## src/rtl/bp_me_dma_arbiter.sv

```systemverilog
// bp_me_dma_arbiter
//   Merges num_dma_p upstream bsg_cache_dma ports onto one downstream DMA port.
//   Packets are granted round-robin. A granted write locks the arbiter onto that
//   requester until all of its data beats have been forwarded. Read data is routed
//   back through an in-order FIFO of requester ids (the read-tag FIFO).
//
// Ports
//   clk_i, reset_i            clock, asynchronous active-high reset
//   dma_pkt_*                 upstream packets {write_not_read, addr} + valid/yumi
//   dma_data_o/_v_o/_ready_*  read data returned to requesters (data is broadcast)
//   dma_data_i/_v_i/_yumi_o   write data from requesters
//   mem_dma_pkt_*             merged packet {write_not_read, id, addr} + valid/yumi
//   mem_dma_data_i/_v_i/_ready_and_o   downstream read data
//   mem_dma_data_o/_v_o/_yumi_i        merged write data
//
// Build option
//   BP_ME_DMA_ARB_ID_TAG_EN : when defined, the id field of mem_dma_pkt_o carries
//   the granted requester index; otherwise the id field is driven to 0.

// Flags downstream read data that arrives while no read is outstanding.
module bp_me_dma_arbiter_chk (
  input logic clk_i,
  input logic reset_i,
  input logic mem_data_v_i,
  input logic tag_empty_i
);

  // Read data must only arrive when a read tag is waiting for it.
  no_unexpected_rdata: assert property (@(posedge clk_i) disable iff (reset_i)
    !(mem_data_v_i && tag_empty_i));

endmodule

module bp_me_dma_arbiter #(
  parameter int num_dma_p            = 2,
  parameter int daddr_width_p        = 28,
  parameter int fill_width_p         = 64,
  parameter int block_size_in_fill_p = 8,
  parameter int rd_tag_els_p         = 4,
  localparam int id_width_lp      = (num_dma_p > 1) ? $clog2(num_dma_p) : 1,
  localparam int pkt_width_lp     = 1 + daddr_width_p,
  localparam int mem_pkt_width_lp = 1 + id_width_lp + daddr_width_p
) (
  input  logic                                      clk_i,
  input  logic                                      reset_i,

  input  logic [num_dma_p-1:0][pkt_width_lp-1:0]    dma_pkt_i,
  input  logic [num_dma_p-1:0]                      dma_pkt_v_i,
  output logic [num_dma_p-1:0]                      dma_pkt_yumi_o,

  output logic [num_dma_p-1:0][fill_width_p-1:0]    dma_data_o,
  output logic [num_dma_p-1:0]                      dma_data_v_o,
  input  logic [num_dma_p-1:0]                      dma_data_ready_and_i,

  input  logic [num_dma_p-1:0][fill_width_p-1:0]    dma_data_i,
  input  logic [num_dma_p-1:0]                      dma_data_v_i,
  output logic [num_dma_p-1:0]                      dma_data_yumi_o,

  output logic [mem_pkt_width_lp-1:0]               mem_dma_pkt_o,
  output logic                                      mem_dma_pkt_v_o,
  input  logic                                      mem_dma_pkt_yumi_i,

  input  logic [fill_width_p-1:0]                   mem_dma_data_i,
  input  logic                                      mem_dma_data_v_i,
  output logic                                      mem_dma_data_ready_and_o,

  output logic [fill_width_p-1:0]                   mem_dma_data_o,
  output logic                                      mem_dma_data_v_o,
  input  logic                                      mem_dma_data_yumi_i
);

  localparam int cnt_width_lp     = (block_size_in_fill_p > 1) ? $clog2(block_size_in_fill_p) : 1;
  localparam int tag_ptr_width_lp = (rd_tag_els_p > 1) ? $clog2(rd_tag_els_p) : 1;
  localparam int tag_cnt_width_lp = $clog2(rd_tag_els_p + 1);

  localparam logic [cnt_width_lp-1:0]     last_beat_lp = cnt_width_lp'(block_size_in_fill_p - 1);
  localparam logic [tag_ptr_width_lp-1:0] last_tag_lp  = tag_ptr_width_lp'(rd_tag_els_p - 1);
  localparam logic [id_width_lp-1:0]      last_id_lp   = id_width_lp'(num_dma_p - 1);
  localparam logic [id_width_lp:0]        wrap_lp      = (id_width_lp+1)'(num_dma_p);

  typedef enum logic [0:0] {
    e_ready = 1'b0,
    e_write = 1'b1
  } state_e;

  state_e                      state_q,      state_d;
  logic [id_width_lp-1:0]      rr_ptr_q,     rr_ptr_d;
  logic [id_width_lp-1:0]      lock_id_q,    lock_id_d;
  logic [cnt_width_lp-1:0]     wr_cnt_q,     wr_cnt_d;
  logic [cnt_width_lp-1:0]     rd_cnt_q,     rd_cnt_d;
  logic [tag_ptr_width_lp-1:0] tag_wr_ptr_q, tag_wr_ptr_d;
  logic [tag_ptr_width_lp-1:0] tag_rd_ptr_q, tag_rd_ptr_d;
  logic [tag_cnt_width_lp-1:0] tag_cnt_q,    tag_cnt_d;
  logic [id_width_lp-1:0]      tag_mem_q [rd_tag_els_p];
  logic [id_width_lp-1:0]      tag_mem_d [rd_tag_els_p];

  logic [id_width_lp:0]        cand;
  logic                        grant_found;
  logic [id_width_lp-1:0]      grant_id;
  logic [id_width_lp-1:0]      rr_next;
  logic [id_width_lp-1:0]      pkt_id;
  logic [pkt_width_lp-1:0]     gnt_pkt;
  logic                        gnt_wnr;
  logic                        tag_full, tag_empty;
  logic [id_width_lp-1:0]      head_id;
  logic                        pkt_v, pkt_hs, push, pop, rd_hs, wr_hs;
  logic                        out_en;

  function automatic logic [tag_ptr_width_lp-1:0] tag_ptr_inc(input logic [tag_ptr_width_lp-1:0] p);
    return (p == last_tag_lp) ? '0 : p + tag_ptr_width_lp'(1);
  endfunction

  // Round-robin grant: first valid requester at or after rr_ptr_q, wrapping.
  always_comb begin
    grant_found = 1'b0;
    grant_id    = '0;
    cand        = '0;
    for (int i = 0; i < num_dma_p; i++) begin
      cand = {1'b0, rr_ptr_q} + (id_width_lp+1)'(i);
      if (cand >= wrap_lp) begin
        cand = cand - wrap_lp;
      end else begin
        cand = cand;
      end
      if (!grant_found && dma_pkt_v_i[cand[id_width_lp-1:0]]) begin
        grant_found = 1'b1;
        grant_id    = cand[id_width_lp-1:0];
      end else begin
        grant_found = grant_found;
      end
    end
  end

`ifdef BP_ME_DMA_ARB_ID_TAG_EN
  assign pkt_id = grant_id;
`else
  assign pkt_id = '0;
`endif

  assign rr_next   = (grant_id == last_id_lp) ? '0 : grant_id + id_width_lp'(1);
  assign gnt_pkt   = dma_pkt_i[grant_id];
  assign gnt_wnr   = gnt_pkt[pkt_width_lp-1];
  assign tag_full  = (tag_cnt_q == tag_cnt_width_lp'(rd_tag_els_p));
  assign tag_empty = (tag_cnt_q == '0);
  assign head_id   = tag_mem_q[tag_rd_ptr_q];
  assign out_en    = ~reset_i;

  // A read grant stalls (rather than being skipped) while the tag FIFO is full,
  // so the pointer stays put until that read can issue.
  assign pkt_v  = (state_q == e_ready) & grant_found & ~(~gnt_wnr & tag_full);
  assign pkt_hs = pkt_v & mem_dma_pkt_yumi_i;
  assign push   = pkt_hs & ~gnt_wnr;
  assign rd_hs  = ~tag_empty & mem_dma_data_v_i & dma_data_ready_and_i[head_id];
  assign pop    = rd_hs & (rd_cnt_q == last_beat_lp);
  assign wr_hs  = (state_q == e_write) & mem_dma_data_yumi_i;

  // Outputs are combinational pass-through, forced to 0 while reset is held.
  assign mem_dma_pkt_v_o          = pkt_v & out_en;
  assign mem_dma_pkt_o            = {gnt_wnr, pkt_id, gnt_pkt[daddr_width_p-1:0]}
                                    & {mem_pkt_width_lp{out_en}};
  assign mem_dma_data_v_o         = (state_q == e_write) & dma_data_v_i[lock_id_q] & out_en;
  assign mem_dma_data_o           = dma_data_i[lock_id_q] & {fill_width_p{out_en}};
  assign mem_dma_data_ready_and_o = ~tag_empty & dma_data_ready_and_i[head_id] & out_en;

  // Per-requester handshakes and read-data routing by the FIFO head id.
  always_comb begin
    for (int i = 0; i < num_dma_p; i++) begin
      dma_pkt_yumi_o[i]  = pkt_hs & (grant_id == id_width_lp'(i)) & out_en;
      dma_data_yumi_o[i] = wr_hs & (lock_id_q == id_width_lp'(i)) & out_en;
      dma_data_v_o[i]    = ~tag_empty & mem_dma_data_v_i & (head_id == id_width_lp'(i)) & out_en;
      dma_data_o[i]      = mem_dma_data_i & {fill_width_p{out_en}};
    end
  end

  // Arbitration FSM next state: packet grant in e_ready, write beats in e_write.
  always_comb begin
    state_d   = state_q;
    rr_ptr_d  = rr_ptr_q;
    lock_id_d = lock_id_q;
    wr_cnt_d  = wr_cnt_q;
    case (state_q)
      e_ready: begin
        if (pkt_hs) begin
          rr_ptr_d = rr_next;
          if (gnt_wnr) begin
            state_d   = e_write;
            lock_id_d = grant_id;
            wr_cnt_d  = '0;
          end else begin
            state_d = e_ready;
          end
        end else begin
          state_d = e_ready;
        end
      end
      e_write: begin
        if (wr_hs) begin
          if (wr_cnt_q == last_beat_lp) begin
            state_d  = e_ready;
            wr_cnt_d = '0;
          end else begin
            wr_cnt_d = wr_cnt_q + cnt_width_lp'(1);
          end
        end else begin
          state_d = e_write;
        end
      end
      default: begin
        state_d = e_ready;
      end
    endcase
  end

  // Read-tag FIFO and read beat counter next state.
  always_comb begin
    rd_cnt_d     = rd_cnt_q;
    tag_wr_ptr_d = tag_wr_ptr_q;
    tag_rd_ptr_d = tag_rd_ptr_q;
    tag_cnt_d    = tag_cnt_q;
    tag_mem_d    = tag_mem_q;
    if (push) begin
      tag_mem_d[tag_wr_ptr_q] = grant_id;
      tag_wr_ptr_d            = tag_ptr_inc(tag_wr_ptr_q);
    end else begin
      tag_wr_ptr_d = tag_wr_ptr_q;
    end
    if (rd_hs) begin
      if (pop) begin
        rd_cnt_d     = '0;
        tag_rd_ptr_d = tag_ptr_inc(tag_rd_ptr_q);
      end else begin
        rd_cnt_d = rd_cnt_q + cnt_width_lp'(1);
      end
    end else begin
      rd_cnt_d = rd_cnt_q;
    end
    case ({push, pop})
      2'b10:   tag_cnt_d = tag_cnt_q + tag_cnt_width_lp'(1);
      2'b01:   tag_cnt_d = tag_cnt_q - tag_cnt_width_lp'(1);
      default: tag_cnt_d = tag_cnt_q;
    endcase
  end

  // State registers; reset drops any in-flight transfer.
  always_ff @(posedge clk_i or posedge reset_i) begin
    if (reset_i) begin
      state_q      <= e_ready;
      rr_ptr_q     <= '0;
      lock_id_q    <= '0;
      wr_cnt_q     <= '0;
      rd_cnt_q     <= '0;
      tag_wr_ptr_q <= '0;
      tag_rd_ptr_q <= '0;
      tag_cnt_q    <= '0;
      for (int i = 0; i < rd_tag_els_p; i++) begin
        tag_mem_q[i] <= '0;
      end
    end else begin
      state_q      <= state_d;
      rr_ptr_q     <= rr_ptr_d;
      lock_id_q    <= lock_id_d;
      wr_cnt_q     <= wr_cnt_d;
      rd_cnt_q     <= rd_cnt_d;
      tag_wr_ptr_q <= tag_wr_ptr_d;
      tag_rd_ptr_q <= tag_rd_ptr_d;
      tag_cnt_q    <= tag_cnt_d;
      tag_mem_q    <= tag_mem_d;
    end
  end

  bp_me_dma_arbiter_chk u_chk (
    .clk_i        (clk_i),
    .reset_i      (reset_i),
    .mem_data_v_i (mem_dma_data_v_i),
    .tag_empty_i  (tag_empty)
  );

endmodule

```

## config.mk

```make
export PLATFORM = sky130hd
export DESIGN_NAME = bp_me_dma_arbiter
export DESIGN_NICKNAME = d
export VERILOG_FILES = /design/src/rtl/bp_me_dma_arbiter.sv
export SDC_FILE = /design/constraint.sdc
export NUM_CORES = 1
export LEC_CHECK = 0
export ABC_AREA = 1
export BUFFER_PORTS_ARGS = -buffer_cell sky130_fd_sc_hd__buf_2
export CAP_MARGIN = 20
export CORE_AREA = 2 2 190 192
export CTS_BUF_LIST = sky130_fd_sc_hd__clkbuf_16
export DETAILED_ROUTE_END_ITERATION = 8
export DIE_AREA = 0 0 192 194
export GPL_TIMING_DRIVEN = 0
export PLACE_DENSITY = 0.42
export SLEW_MARGIN = 25
export SYNTH_ARGS = -nofsm -noshare
export SYNTH_HDL_FRONTEND = slang
export SYNTH_SLANG_ARGS = --single-unit
```

## constraint.sdc

```tcl
create_clock -name clk_i -period 2.3 [get_ports clk_i]
set_input_delay 0.69 -clock clk_i [delete_from_list [all_inputs] [get_ports clk_i]]
set_output_delay 0.69 -clock clk_i [all_outputs]
set_load 0.01 [all_outputs]
```

* Word level (Yosys, flattened, before mapping)
Cells that the tools add are included.
** Storage, ports and cells
- Flip-flop bits (word level) :: 20
- Bits of input ports :: 261
- Output and inout bits :: 231
- Logic and storage cells :: 129
** Cells by class
- Add/sub/neg operators :: 10
- $lt $le $gt $ge :: 10
- Equality and inequality tests :: 10
- Multiplexer cells :: 39
- Bitwise gates (word level) :: 39
- Reductions and logical operators :: 9
** Operators by type and width (number)
- $and 64x64->64 :: 2
- $mux 64 :: 2
- $mux 29 :: 2
- $and 30x30->30 :: 1
- $and 1x1->1 :: 26
- $mux 1 :: 22
- $mux 3 :: 5
- $pmux 3 s2 :: 2
- $lt 1x2->1 const B :: 5
- $add 3x1->3 const B :: 3
- $eq 3x3->1 const B :: 3
- $not 1->1 :: 8
- $eq 2x2->1 const B :: 3
- $ge 3x3->1 const B :: 2
- $not 2->3 :: 2
- $reduce_and 3->1 :: 2
- $add 2x1->2 const B :: 2
- $bwmux 4 :: 1
- $mux 2 :: 2
- $ne 2x2->1 const B :: 2
- $reduce_and 2->1 :: 2
- $logic_not 3->1 :: 1
- $lt 3x1->1 const B :: 1
- $sub 3x1->3 const B :: 1
- other kinds (13) :: 15

* Logic depth before layout (Yosys ltp)
Gate-level depths: netlist (run 1).
- Depth after elaboration :: 18
- Depth in mapped cells :: 14
- Depth with buffers taken out :: 14

* Worst setup path after synthesis (run 1)
OpenSTA, ideal clock, no wires.
- Path kind :: in2out
- From :: input port reset_i
- To :: output port mem_dma_pkt_o[20]
- Data arrival time :: 1.646 ns
- Required time :: 1.610 ns
- Path slack :: -0.036 ns
- Cell stages on the path :: 5
- Path buffers :: 2
- Cells stage by stage :: buf_2 > inv_1 > buf_2 > o21ai_0 > nor2_1
** Between the ends
- Cells in the longest elaborated chain, start to end :: 2
** Ends and longest elaborated chain
- start, declared :: line 45 : input logic reset_i,
- $not 1->1 :: line 146 : assign out_en = ~reset_i;
- $and 30x30->30 :: line 160 : & {mem_pkt_width_lp{out_en}};
- end, declared :: line 59 : output logic [mem_pkt_width_lp-1:0] mem_dma_pkt_o,
Every way passes these cells.

* Worst setup path in the final report (run 1)
- From :: input port dma_pkt_v_i[0]
- To :: output port mem_dma_pkt_o[2]
** Between the ends
- Cells in the longest elaborated chain, start to end :: 9
- Elaborated cells between the ends (all ways) :: 12
- Those cells by class :: mux (9); bitwise (1); reduce/logical (2)
** Ends and longest elaborated chain
- start, declared :: line 48 : input logic [num_dma_p-1:0] dma_pkt_v_i,
- $mux 1 (not written as such) (2 in a row) :: line 125 : if (!grant_found && dma_pkt_v_i[cand[id_width_lp-1:0]]) begin
- $mux 1 :: line 125
- $logic_not 1->1 :: line 125
- $logic_and 1x1->1 :: line 125
- $mux 1 * :: line 125
- $mux 29 (not written as such) * (2 in a row) :: line 141 : assign gnt_pkt = dma_pkt_i[grant_id];
- $and 30x30->30 * :: line 160
Every way passes the cells marked *; elsewhere a longest branch is shown, timed or not. The select of a mux whose other input is x is not followed.

==> results of run 1 <==
-- cells by family (layout without fill, tap and decap cells) --
group,after synthesis,after routing,share of synthesized area
simple gates,336,336,0.385
buf+inv,197,709,0.284
compound gates,105,105,0.146
flops,20,20,0.139
fa+ha+maj,11,11,0.0403
xor+xnor,2,2,0.00486
other cells,1,1,0.00104
-- sequential cells by signal, summed over array words and instances, names as in the netlist --
register,flops
state_q,1
tag_mem_q,4
lock_id_q,1
rd_cnt_q,3
tag_cnt_q,3
tag_wr_ptr_q,2
wr_cnt_q,3
rr_ptr_q,1
tag_rd_ptr_q,2
-- cells in the final DEF (no fill, tap or decap), types with 4 or more instances in the layout --
cell type / Yosys / routed
buf_2: 18 / 486
nand2_1: 169 / 162
inv_1: 91 / 88
buf_4: 69 / 86
nor2_1: 131 / 83
a21oi_1: 66 / 40
nor2_2: 1 / 32
a21oi_2: 0 / 24
o21ai_0: 31 / 19
dfrtp_1: 20 / 19
o21ai_1: 8 / 18
nor2_4: 1 / 18
nand3_1: 11 / 11
buf_6: 0 / 11
ha_1: 10 / 10
nand2_2: 5 / 9
buf_8: 0 / 9
clkbuf_16: 0 / 6
nand2_4: 2 / 5
nand3_2: 4 / 4
buf_12: 0 / 4
-- Yosys cell counts (all sizes together) --
master  number  area, um2
conb         1       3.75
clkinv       1       5.00
nand3       15       95.1
nand4        4       46.3
dfrtp       20        500
nand3b       1       7.51
ha          10        125
clkbuf      12       45.0
xnor2        1       8.76
nor3         5       30.0
nand2      176        688
o21ai       39        195
a21oi       66        330
fa           1       20.0
nor2       133        509
buf         92        627
nor4         2       12.5
xor2         1       8.76
inv         92        345
-- repair_timing --
item / in CTS / in global routing
pin swaps: 14 / 23
resized for setup: 162 / 74
endpoints found under the setup margin: 228 / 74
cloned: 5 / 3
setup buffers: 12 / 1
endpoints found under the hold margin: 0 / 0
-- power by group --
part           switching [uW]  internal [uW]
combinational            2270           1650
sequential                133            510
clock                     141            346
total                    2540           2510
-- metal layers --
metal,GRT usage,up-vias,part of all wire
met1,0.170,2687,0.44
met4,0.0209,4,0.015
met5,0,-,0.0010
met2,0.222,250,0.48
met3,0.0152,20,0.065
li1,-,3011,-
-- per-stage QoR --
step                instances  total power, uW  setup TNS (ns)  worst slack [ns]   util
floorplan                 672             2430               0            0.0671      -
global placement         1622             3840          -71.64            -0.546  0.188
detailed placement       1622             3860          -76.94            -0.561  0.188
CTS                      1643             4900          -0.240           -0.0647  0.212
global route             1645             5500          -0.327           -0.0744  0.219
finish                   1645             5050         -0.0112          -0.00643  0.219
-- how the worst min path moves through the flow --
stage,start,endpoint,depth (start not counted)
finish,rd_cnt_q[1]$_DFFE_PP0P_,rd_cnt_q[1]$_DFFE_PP0P_,2
global route,rd_cnt_q[1]$_DFFE_PP0P_,rd_cnt_q[1]$_DFFE_PP0P_,2
CTS,rd_cnt_q[1]$_DFFE_PP0P_,rd_cnt_q[1]$_DFFE_PP0P_,2
detailed placement,rd_cnt_q[1]$_DFFE_PP0P_,rd_cnt_q[1]$_DFFE_PP0P_,2
global placement,rd_cnt_q[1]$_DFFE_PP0P_,rd_cnt_q[1]$_DFFE_PP0P_,2
floorplan,rd_cnt_q[1]$_DFFE_PP0P_,rd_cnt_q[1]$_DFFE_PP0P_,2
-- cell type report --
type,instances,area (um2),area share
tap,461,577,0.0749
timing repair buffer,508,2760,0.359
clock inverter,1,30.0,0.00390
inverter,93,379,0.0492
sequential,20,502,0.0652
multi-input combinational,455,2450,0.318
buffer,104,926,0.120
clock buffer,3,75.1,0.00975
-- worst max-delay path, cell delays in order --
cell and delay, ns:
buf_8 0.10, nand2_4 0.08, nand2_4 0.07, buf_6 0.14, inv_12 0.09, buf_8 0.12
nor2_1 0.04, nor2_1 0.12, buf_2 0.16
==> impl_metrics.ini, run 1 <==
[global_routing]
antenna_found_initial = 2
grt_max_degree = 30
track_usage = 0.127
grt_pass1_wl_mm = 35.7
overflow = 0
first_global_vias = 5572

[setup_path]
startpoint = dma_pkt_v_i[0]
arrival_ns = 1.62
worstSetupPathType = primary input to output port
worstRegToRegCells = 13
cp.required_ns = 1.61
critPathMaxFanout = 7
end_kind = output port
r2r_setup_slack_ns = 0.14
r2r_end = tag_cnt_q[2]$_DFFE_PP0P_
cp-endpoint = mem_dma_pkt_o[2]
r2r_start = tag_rd_ptr_q[0]$_DFFE_PP0P_
critPathLaunchType = primary input

[route]
drtPass1Iterations = 4
wl_per_cell_um = 15.9
first_iter_violations = 282
drcViolationCount = 0
wirelength_mm = 26.1
ant_nets = 0
vias = 5972
via_per_inst = 3.63

[placed_design]
place.port_buffers = 489
hpwlAfterDp_mm = 21.9
place.gp.congestion = 0.872
postPlaceCellArea_um2 = 6630

[timing]
hold_ws_ns = 0.477
rsz0062_at_grt = yes
final.min_clock_period_ns = 2.31
layout_worst_path_cycle_share = 1.00
setup_ws_ns = -0.00643
max_freq_ghz = 0.434
final_hold_viol_count = 0
clock-skew-final_ns = 0.00475
finalSetupViolations = 2
drv_slew = 0

[final_layout]
fill_cells = 4110
syn_to_final_growth_pct = 114
fin_area_um2 = 7700
drive_gt1_frac = 0.611
antenna_cells = 0
fin_nets = 1457

[synthesis]
synth_seq_area_share = 0.139
synth_fp_nets = 944
ys_types = 31
synth.avg_cell_area_um2 = 5.36
yosys_warnings = 0
syn_area_um2 = 3600
ys_seq_elements = 20
synth_cells = 672

[cts]
cts.sinks = 20
clock-root-buffer = clkbuf_16
cts_buffers = 3
clock_path_buffers = 2
clk_pin_slew_ns = 0.06
cts_max_level = 1
hold_buffers = 0
cts_tree = built
clock_latency_ns = 0.26

[floorplanning]
fp.dieW_um = 192
start_util = 0.102
core_area_um2 = 35200
pin_count = 492
die_area_um2 = 37200
rows = 69
die_height_um = 194

[pwr]
powerDensity_nw_per_um2 = 656
power.leakage_uw = 0.00465
ir_drop_uv = 371

[flow_run]
drv_cap = 0

[run_status]
status = finished, violations left
failed_checks = negative setup slack

[worst_hold_path]
hp-class = flop to flop
Power figures use the tool's default switching activity.
==> inputs of run 2 (changes only) <==
--- a/config.mk
+++ b/config.mk
@@ -6,14 +6,14 @@
 export NUM_CORES = 1
 export LEC_CHECK = 0
 export ABC_AREA = 1
-export BUFFER_PORTS_ARGS = -buffer_cell sky130_fd_sc_hd__buf_2
 export CAP_MARGIN = 20
 export CORE_AREA = 2 2 190 192
 export CTS_BUF_LIST = sky130_fd_sc_hd__clkbuf_16
 export DETAILED_ROUTE_END_ITERATION = 8
 export DIE_AREA = 0 0 192 194
+export DONT_BUFFER_PORTS = 1
 export GPL_TIMING_DRIVEN = 0
-export PLACE_DENSITY = 0.42
+export PLACE_DENSITY = 0.3
 export SLEW_MARGIN = 25
 export SYNTH_ARGS = -nofsm -noshare
 export SYNTH_HDL_FRONTEND = slang
==> impl_metrics.ini, run 2 (synthesis gave the netlist of run 1 again) <==
[run_status]
status = finished, final reports clean

[pwr]
pwr-share-comb = 0.758
switchingPower_uw = 2380
powerDensity_nw_per_um2 = 789
p_seq_frac = 0.154
p_int_uw = 1730
ir_drop_uv = 421
sw_frac_of_total = 0.578
power.leakage_uw = 0.00239
clkPwrFrac = 0.088

[cts]
cts_max_level = 1
cts.sinks = 20
clock_latency_ns = 0.25
cts_tree = built
clock-root-buffer = clkbuf_16
cts_buffers = 3
hold_buffers = 0
clock_path_buffers = 2
clk_pin_slew_ns = 0.06

[final_layout]
seqCellArea_um2 = 502
drive_gt1_frac = 0.348
syn_to_final_growth_pct = 44.7
largest_reg_flops = 4
fin_nets = 954
largest_register = tag_mem_q
final_common_cell = nand2_1
multi_input_area_um2 = 2800
most-common-layout-cells = nand2_1 (166), inv_1 (87), buf_4 (80)
fill_cells = 4089

[setup_path]
critPathLaunchType = primary input
r2r_setup_slack_ns = 0.15
worstSetupPathType = primary input to output port
worstRegToRegCells = 8
arrival_ns = 1.58
critPathMaxFanout = 10
end_kind = output port
cp.required_ns = 1.61

[timing]
drv_slew = 0
clock-skew-final_ns = 0.00206
slew_headroom = 0.603
max_freq_ghz = 0.441
finalSetupViolations = 0
layout_worst_path_cycle_share = 0.987
worst_slew_pin_slew_ns = 0.591
final_hold_viol_count = 0
rsz0062_at_grt = yes
hold_ws_ns = 0.479
setup_ws_ns = 0.0304
final.min_clock_period_ns = 2.27

[placed_design]
place.gp.congestion = 0.860
hpwlAfterDp_mm = 19.9
dp_slack_ns = -0.537
place.port_buffers = 0

[route]
ant_nets = 0
wirelength_mm = 22.8
drcViolationCount = 0
drtPass1Iterations = 5
first_iter_violations = 224
wl_per_cell_um = 19.9
vias = 4231
via_per_inst = 3.70

[global_routing]
grt_pass1_wl_mm = 30.0
first_global_vias = 4111
overflow = 0
track_usage = 0.111
antenna_found_initial = 2
grt_max_degree = 30

[floorplanning]
pin_count = 492
fp.dieW_um = 192
start_util = 0.102
core_area_um2 = 35200
die_area_um2 = 37200
rows = 69
die_height_um = 194

[flow_run]
drv_cap = 0

[worst_hold_path]
hp-class = flop to flop
min_delay_path_depth = 2
run 2: path summary, 6_finish.rpt:
path | start | end
min reg2reg | rd_cnt_q[1]$_DFFE_PP0P_ | rd_cnt_q[1]$_DFFE_PP0P_
min in group asynchronous | reset_i | rd_cnt_q[2]$_DFFE_PP0P_
min | rd_cnt_q[1]$_DFFE_PP0P_ | rd_cnt_q[1]$_DFFE_PP0P_
max in group asynchronous | reset_i | tag_wr_ptr_q[1]$_DFFE_PP0P_
max reg2reg | tag_cnt_q[1]$_DFFE_PP0P_ | tag_cnt_q[1]$_DFFE_PP0P_
max | reset_i | dma_data_o[91]
run 2: per-layer routing:
metal	global-route usage	part of all wire	up-vias
li1	-	-	2001
met1	0.145	0.43	2000
met2	0.188	0.47	214
met3	0.0199	0.071	16
met4	0.0266	0.024	0
met5	0	0	-
run 2: critical path, stage by stage:
cell	delay (ns)
buf_6	0.14
buf_12	0.17
buf_6	0.17
nor2_2	0.22
buf_4	0.17
run 2: final cells by class:
| type | count | area share |
|---|---|---|
| Multi-Input combinational cell | 455 | 0.538 |
| Buffer | 104 | 0.159 |
| Tap cell | 461 | 0.111 |
| Sequential cell | 20 | 0.0962 |
| Inverter | 93 | 0.0691 |
| Clock buffer | 3 | 0.0144 |
| Timing Repair Buffer | 5 | 0.0106 |
| Antenna cell | 3 | 0.00144 |
| Clock inverter | 1 | 0.000720 |
run 2: what timing repair did:
| action | in CTS | in global routing |
|---|---|---|
| gates resized for setup | 190 | 53 |
| pin swaps | 2 | 11 |
| buffers inserted | 1 | 3 |
| endpoints found under the hold margin | 0 | 0 |
| gates cloned | 0 | 1 |
| setup endpoints to repair | 220 | 60 |
run 2: through the flow:
stage	setup TNS, ns	area, um2	power, uW	utilization	instances
CTS	0	4980	4020	0.141	1138
finish	0	5210	4110	0.148	1145
detailed placement	-63.13	4180	3220	0.119	1133
global placement	-61.86	4180	3230	0.119	1133
global route	-0.0523	5210	4480	0.148	1144
floorplan	0	3610	2430	-	672
run 2: power by group through the flow:
stage | Sequential, uW | Combinational, uW | Clock, uW
after floorplan | 606 | 1820 | 0
after global placement | 644 | 2580 | 0
after detailed placement | 639 | 2580 | 0
after CTS | 636 | 3000 | 380
after global routing | 663 | 3430 | 388
final | 634 | 3120 | 361
==> inputs of run 3 (changes only) <==
--- a/config.mk
+++ b/config.mk
@@ -5,12 +5,11 @@
 export SDC_FILE = /design/constraint.sdc
 export NUM_CORES = 1
 export LEC_CHECK = 0
-export ABC_AREA = 1
 export CAP_MARGIN = 20
-export CORE_AREA = 2 2 190 192
+export CORE_AREA = 2 2 192 194
 export CTS_BUF_LIST = sky130_fd_sc_hd__clkbuf_16
 export DETAILED_ROUTE_END_ITERATION = 8
-export DIE_AREA = 0 0 192 194
+export DIE_AREA = 0 0 194 196
 export DONT_BUFFER_PORTS = 1
 export GPL_TIMING_DRIVEN = 0
 export PLACE_DENSITY = 0.3
==> impl_metrics.ini, run 3 <==
[final_layout]
postLayoutCoreUtil = 0.137
seqCellArea_um2 = 503
multi_input_area_um2 = 2800
most-common-layout-cells = buf_4 (84), nor2_1 (67), nand2_1 (61)
syn_to_final_growth_pct = 43.2
drive_gt1_frac = 0.421
fill_cells = 4133
largest_reg_flops = 4
largest_register = tag_mem_q
fin_nets = 781
final_common_cell = buf_4

[setup_path]
worstRegToRegCells = 10
arrival_ns = 1.65
cp.required_ns = 1.61
r2r_start = tag_rd_ptr_q[1]$_DFFE_PP0P_
end_kind = output port
r2r_setup_slack_ns = 0
critPathLaunchType = flop
critPathMaxFanout = 3
worstSetupPathType = flop to output port
r2r_end = tag_cnt_q[2]$_DFFE_PP0P_

[synthesis]
synth.area.top_cells = mux2i_1 (19%), dfrtp_1 (14%), buf_4 (14%)
ys_async_sr_fraction = 1.00
syn_area_um2 = 3460
synth.avg_cell_area_um2 = 7.07
yosysMostFrequentCell = nor2_1
synth_fp_nets = 762
ys_seq_elements = 20
synth.top_cell.area_share = 0.191
synth_area_leader_cell = mux2i_1
synth_common_cells = nor2_1 (69), mux2i_1 (66), buf_4 (65)
synth_edf_count = 0
yosys_warnings = 0
ys.flop_type = dfrtp_1
synth_cells = 490
synth_seq_area_share = 0.145
ys_types = 38

[placed_design]
dp_slack_ns = -0.863
place.gp.congestion = 0.781
hpwlAfterDp_mm = 17.4
place.port_buffers = 0

[floorplanning]
pin_count = 492
die_area_um2 = 38000
fp.dieW_um = 194
die_height_um = 196
start_util = 0.0960
core_area_um2 = 36100
rows = 70

[cts]
cts_max_level = 1
clock_latency_ns = 0.25
cts.sinks = 20
clock-root-buffer = clkbuf_16
cts_tree = built
hold_buffers = 0
cts_buffers = 3
clock_path_buffers = 2
clk_pin_slew_ns = 0.06

[global_routing]
overflow = 0
first_global_vias = 3568
track_usage = 0.0954
grt_max_degree = 13
grt_pass1_wl_mm = 26.1
antenna_found_initial = 2

[pwr]
powerDensity_nw_per_um2 = 663
ir_drop_uv = 307
power.leakage_uw = 0.00233
total_power_uw = 3290

[run_status]
failed_checks = negative setup slack
status = finished, violations left

[worst_hold_path]
hp-class = flop to flop
worstHoldEndpoint = wr_cnt_q[0]$_DFFE_PP0P_
min_delay_path_depth = 1
min_from = wr_cnt_q[0]$_DFFE_PP0P_

[route]
ant_nets = 0
wirelength_mm = 20.5
drcViolationCount = 0
first_iter_violations = 125
via_per_inst = 3.68
vias = 3605
drtPass1Iterations = 4
wl_per_cell_um = 20.9

[timing]
drv_slew = 0
layout_worst_path_cycle_share = 1.02
setup_tns_ns = -0.0736
final_hold_viol_count = 0
clock-skew-final_ns = 0.00124
finalSetupViolations = 4
slew_headroom = 0.609
hold_ws_ns = 0.491
worst_slew_pin_slew_ns = 0.580
setup_ws_ns = -0.0418
final.min_clock_period_ns = 2.34
max_freq_ghz = 0.427
rsz0062_at_grt = yes

[flow_run]
drv_cap = 0
## run 3: cell count changes after synthesis, moves of 26 or more
cell     before  now
mux2i_1       0   66
nand2_1     169   62
nor2b_1       0   64
inv_1        91   11
nor2_1      131   69
a21oi_1      66   31
o21ai_0      31    5
## run 3: kinds of logic after synthesis
logic type	share of synthesized area
AND/OR/NAND/NOR	0.299
adder cells (fa/ha/maj)	0.0419
AO/OA/AOI/OAI	0.0748
flip-flops	0.145
XOR/XNOR	0.00759
buffers and inverters	0.190
multiplexers	0.240
other	0.00108
## run 3: worst max path at each step
stage | startpoint | depth (start not counted) | to | slack (ns)
finish | tag_rd_ptr_q[1]$_DFFE_PP0P_ | 4 | dma_data_v_o[1] | -0.04
CTS | tag_rd_ptr_q[1]$_DFFE_PP0P_ | 10 | tag_cnt_q[2]$_DFFE_PP0P_ | -0.05
global route | tag_rd_ptr_q[1]$_DFFE_PP0P_ | 10 | tag_cnt_q[2]$_DFFE_PP0P_ | -0.14
global placement | reset_i | 3 | mem_dma_pkt_o[21] | -1.33
detailed placement | dma_pkt_v_i[0] | 6 | mem_dma_pkt_o[25] | -0.86
floorplan | dma_pkt_v_i[0] | 3 | dma_pkt_yumi_o[0] | -0.06
## run 3: worst max-delay path: stages, from the launching register on
cell	delay, ns
dfrtp_1	0.37
mux4_2	0.59
buf_4	0.17
buf_6	0.11
nor3b_2	0.16
## run 3: routing by layer
layer	routed length (um)	track usage	share of wire
met5	0	0	0
met4	616	0.0331	0.030
met3	1390	0.0138	0.068
met2	9870	0.159	0.48
met1	8600	0.125	0.42
## run 3: repair_timing
action,4_1_cts,5_1_grt
cloned,2,0
hold endpoints to repair,0,0
setup buffers,14,1
setup endpoints to repair,187,54
pin swaps,10,2
resized for setup,148,31
## run 3: final cells by class
type / instances / area share
Clock inverter: 1 / 0.00606
Multi-Input combinational cell: 360 / 0.564
Timing Repair inverter: 1 / 0.00101
Antenna cell: 3 / 0.00151
Inverter: 11 / 0.00908
Timing Repair Buffer: 16 / 0.0262
Sequential cell: 20 / 0.101
Buffer: 96 / 0.158
Tap cell: 468 / 0.118
Clock buffer: 3 / 0.0151
## run 3: power by group
part           leakage, uW  switching [uW]  total [uW]  internal, uW
combinational      0.00203            1180        2140           960
sequential        0.000241             151         668           517
clock            0.0000511             135         480           345
total              0.00233            1460        3290          1820
## run 3: through the flow
stage | instances | area (um2)
after detailed placement | 958 | 4090
after floorplan | 490 | 3500
after global placement | 958 | 4080
final | 979 | 4960
after CTS | 976 | 4850
after global routing | 978 | 4960
